`config.mk`:
```
export PLATFORM = sky130hd
export DESIGN_NAME = dff_pipe
export DESIGN_NICKNAME = d
export VERILOG_FILES = /design/src/rtl/dff_pipe.sv
export SDC_FILE = /design/constraint.sdc
export NUM_CORES = 1
export LEC_CHECK = 0
export ABC_AREA = 1
export CORE_MARGIN = 4
export CORE_UTILIZATION = 44
export DETAILED_ROUTE_END_ITERATION = 6
export GPL_ROUTABILITY_DRIVEN = 0
export PLACE_DENSITY = 0.66
export REMOVE_ABC_BUFFERS = 1
export SLEW_MARGIN = 20
export SYNTH_ARGS = -nofsm -noshare
export SYNTH_HDL_FRONTEND = slang
export SYNTH_SLANG_ARGS = --single-unit
```
`constraint.sdc`:
```
create_clock -name clk -period 0.8 [get_ports clk]
set_input_delay 0.16 -clock clk [delete_from_list [all_inputs] [get_ports clk]]
set_output_delay 0.16 -clock clk [all_outputs]
set_load 0.01 [all_outputs]
```
`src/rtl/dff_pipe.sv`:
```
// Parametrised WIDTH x DEPTH register pipeline with per-stage valid, advance enable,
// synchronous flush and reset value. Define DFF_PIPE_COUNT_EN to build the occupancy counter.
module dff_pipe #(
   parameter int unsigned             WIDTH       = 8,
   parameter int unsigned             DEPTH       = 4,
   parameter logic [WIDTH-1:0]        RESET_VALUE = '0,
   localparam int unsigned            CW          = $clog2(DEPTH + 1)
) (
   input  logic             clk,
   input  logic             reset,
   input  logic             en,
   input  logic             flush,
   input  logic [WIDTH-1:0] d,
   input  logic             d_valid,
   output logic [WIDTH-1:0] q,
   output logic             q_valid,
   output logic [CW-1:0]    count
);

   logic [WIDTH-1:0] data_q [DEPTH];
   logic [WIDTH-1:0] data_d [DEPTH];
   logic [DEPTH-1:0] vld_q;
   logic [DEPTH-1:0] vld_d;

   // Bubbles advance with the data; flush wins over en.
   always_comb begin
      data_d = data_q;
      vld_d  = vld_q;
      if (flush) begin
         for (int i = 0; i < DEPTH; i++) data_d[i] = RESET_VALUE;
         vld_d = '0;
      end else if (en) begin
         data_d[0] = d;
         vld_d[0]  = d_valid;
         for (int i = 1; i < DEPTH; i++) begin
            data_d[i] = data_q[i-1];
            vld_d[i]  = vld_q[i-1];
         end
      end
   end

   always_ff @(posedge clk) begin
      if (reset) begin
         for (int i = 0; i < DEPTH; i++) data_q[i] <= RESET_VALUE;
         vld_q <= '0;
      end else begin
         for (int i = 0; i < DEPTH; i++) data_q[i] <= data_d[i];
         vld_q <= vld_d;
      end
   end

   assign q       = data_q[DEPTH-1];
   assign q_valid = vld_q[DEPTH-1];

`ifdef DFF_PIPE_COUNT_EN
   logic [CW-1:0] cnt_q;
   logic [CW-1:0] cnt_d;

   // Tracks popcount(vld): one in at stage 0, one out past the last stage.
   always_comb begin
      cnt_d = cnt_q;
      if (flush) begin
         cnt_d = '0;
      end else if (en) begin
         cnt_d = cnt_q + CW'(d_valid) - CW'(vld_q[DEPTH-1]);
      end
   end

   always_ff @(posedge clk) begin
      if (reset) cnt_q <= '0;
      else       cnt_q <= cnt_d;
   end

   assign count = cnt_q;
`else
   assign count = '0;
`endif

endmodule

```
==> flow_summary.json <==
{
  "vias": 1199,
  "drive_gt1_frac": 0.1289,
  "cp_top_family": "flip-flops",
  "fin_crit_ns": 0.8788,
  "setup_viol": 9,
  "grt_start_max_net_pins": 29,
  "reg2reg_depth": 3,
  "rows": 21,
  "maxCapViolCount": 0,
  "yosysUniqueCellTypes": 9,
  "layout.nets": 268,
  "cts_tree": "built",
  "core_area_um2": 3442,
  "gr-total-overflow": 0,
  "fin_skew_ns": 0.0007896,
  "ys_ff_latch": 36,
  "critPathLaunchType": "flip-flop",
  "utilization": 0.5529,
  "antennaDiodeCount": 0,
  "crit_type": "reg2out",
  "fill_cells": 348,
  "clock_sinks": 36,
  "grt_pass1_vias": 902,
  "initial_core_util": 0.4682,
  "rsz0062_at_grt": "yes",
  "wl_per_cell_um": 7.391,
  "path_clk_slew_ns": 0.06,
  "crit_arrival_ns": 0.72,
  "grt_pass1_wl_um": 3719,
  "leakage_uw": 0.0009119,
  "area_delta_synth_final_pct": 18.09,
  "holdPathStages": 3,
  "rrSetupSlack_ns": 0.13,
  "dieWidth_um": 68.52,
  "hold_ws_ns": 0.2416,
  "rr_startpoint": "q[7]",
  "min-delay-start": "en",
  "die_h_um": 68.52,
  "slowest_delay_ns": 0.33,
  "clkLatencyLatePin_ns": 0.28,
  "synth.avg_cell_area_um2": 6.715,
  "failed_checks": "setup timing",
  "fp.dieArea_um2": 4695,
  "cts-root-buf": "clkbuf_8",
  "via_per_inst": 3.970,
  "drtAntennaViolNets": 0,
  "hp-class": "in2reg",
  "yosysTopAreaCellShare": 0.4472,
  "status": "complete, but fails checks",
  "io_buffer_count": 21,
  "clock_path_buffers": 2,
  "total_power_uw": 3605,
  "critPathBufInv": 1,
  "dp_slack_ns": -0.4362,
  "grt_usage": 0.1082,
  "power_density_nw_per_um2": 1894,
  "yosys.area.top_type": "dfxtp_1",
  "finalWorstSetupSlack_ns": -0.07879,
  "numCtsBuffers": 5,
  "crit_path_max_fanout": 2,
  "grt_antenna_before_repair": 0,
  "hpwl_um": 1467,
  "path_cells": "buf_6",
  "required_ns": 0.64,
  "htreeDepth": 2,
  "firstDrtPassIters": 4,
  "drcViolationCount": 0,
  "postSynthCellCount": 240,
  "hold_end": "data_q[11]",
  "r2r-end": "q[7]",
  "ys_top_cells_by_area": "dfxtp_1 45%, nand2_1 17%, nor2_1 17%",
  "fmax_mhz": 1138,
  "pin_count": 25,
  "syn_area_um2": 1612,
  "seq_area_frac_synth": 0.4472,
  "crit_slowest_cell": "dfxtp_2",
  "end_kind": "output pin",
  "peakVddDrop_v": 0.0007829,
  "fin_crit_sh": 1.098,
  "hold_viol_final": 0,
  "drt-total-wl_um": 2232,
  "ys_warn_count": 0,
  "slew_violations": 0,
  "drt_iter0_drc": 54
}
[registers in the layout (all words and copies together) (netlist names)]
| register | count |
|---|---|
| vld_q | 4 |
| data_q | 24 |
| q | 8 |
[cells in the mapped netlist (all sizes together)]
cell    n
nor2   73
nand2  72
dfxtp  36
inv    36
buf    22
conb    1
[placed cells by master (no fill, tap or decap)]
cell type        netlist  layout
nor2_1                72      72
buf_12                 0       4
nand2_1               72      72
inv_1                 36      36
buf_4                 18       3
buf_6                  1       9
buf_2                  0       1
clkbuf_8               0       6
nor2_8                 1       1
dfxtp_2                0       9
clkdlybuf4s50_1        0       9
dfxtp_1               36      27
dlygate4sd2_1          0       2
conb_1                 1       3
clkbuf_1               0       2
[cells by family after synthesis]
kind of cell	synth area share
flops	0.4472
simple gates	0.3478
other cells	0.002327
buf+inv	0.2026
[power by group]
group,switching (uW),leakage (uW),internal [uW]
Sequential,32.5,0.000298,1860
Combinational,214,0.000569,212
Clock,584,0.0000455,701
Total,830,0.000912,2770
[layout make-up]
| cell class | instances | area (um2) | share of cell area |
|---|---|---|---|
| flip-flops and latches | 36 | 732.0 | 0.3846 |
| well taps | 46 | 57.56 | 0.03024 |
| inverters | 36 | 135.1 | 0.07101 |
| multi-input cells | 148 | 571.8 | 0.3005 |
| repair buffers | 28 | 316.6 | 0.1663 |
| clock buffers | 8 | 90.09 | 0.04734 |
[how the worst max path moves through the flow]
stage	startpoint	end	slack (ns)	depth (start not counted)
2_1_floorplan	flush	data_q[10]	0.14	3
3_3_place_gp	flush	data_q[24]	-0.39	5
3_5_place_dp	flush	data_q[21]	-0.44	5
4_1_cts	q[3]	q[3]	-0.09	1
5_1_grt	q[3]	q[3]	-0.11	1
6_report	q[3]	q[3]	-0.08	1
[metrics by stage]
stage                     setup TNS, ns  instance area, um2  std cells
final                           -0.6615                1903        302
after global routing            -0.9149                1903        302
after CTS                       -0.7728                1903        302
after detailed placement         -15.78                1785        293
after global placement           -14.87                1785        293
after floorplan                       0                1428        220
[metal layers]
| layer | part of all wire | GRT usage | routed length (um) |
|---|---|---|---|
| met2 | 0.39 | 0.1526 | 877 |
| met3 | 0.054 | 0.03890 | 120 |
| met4 | 0.026 | 0.07444 | 57 |
| met5 | 0 | 0 | 0 |
| met1 | 0.53 | 0.1361 | 1176 |
[worst reg2reg max path, cell delays in order (launching register included)]
cell and delay [ns]:
dfxtp_2 0.32, buf_4 0.12, nor2_1 0.08, nor2_1 0.05
[what timing repair did]
item | in CTS | in global routing
buffers inserted | 1 | 0
endpoints found under the setup margin | 44 | 9
hold buffers | 0 | 0
resized for setup | 56 | 0
(Power assumes the default switching activity.)
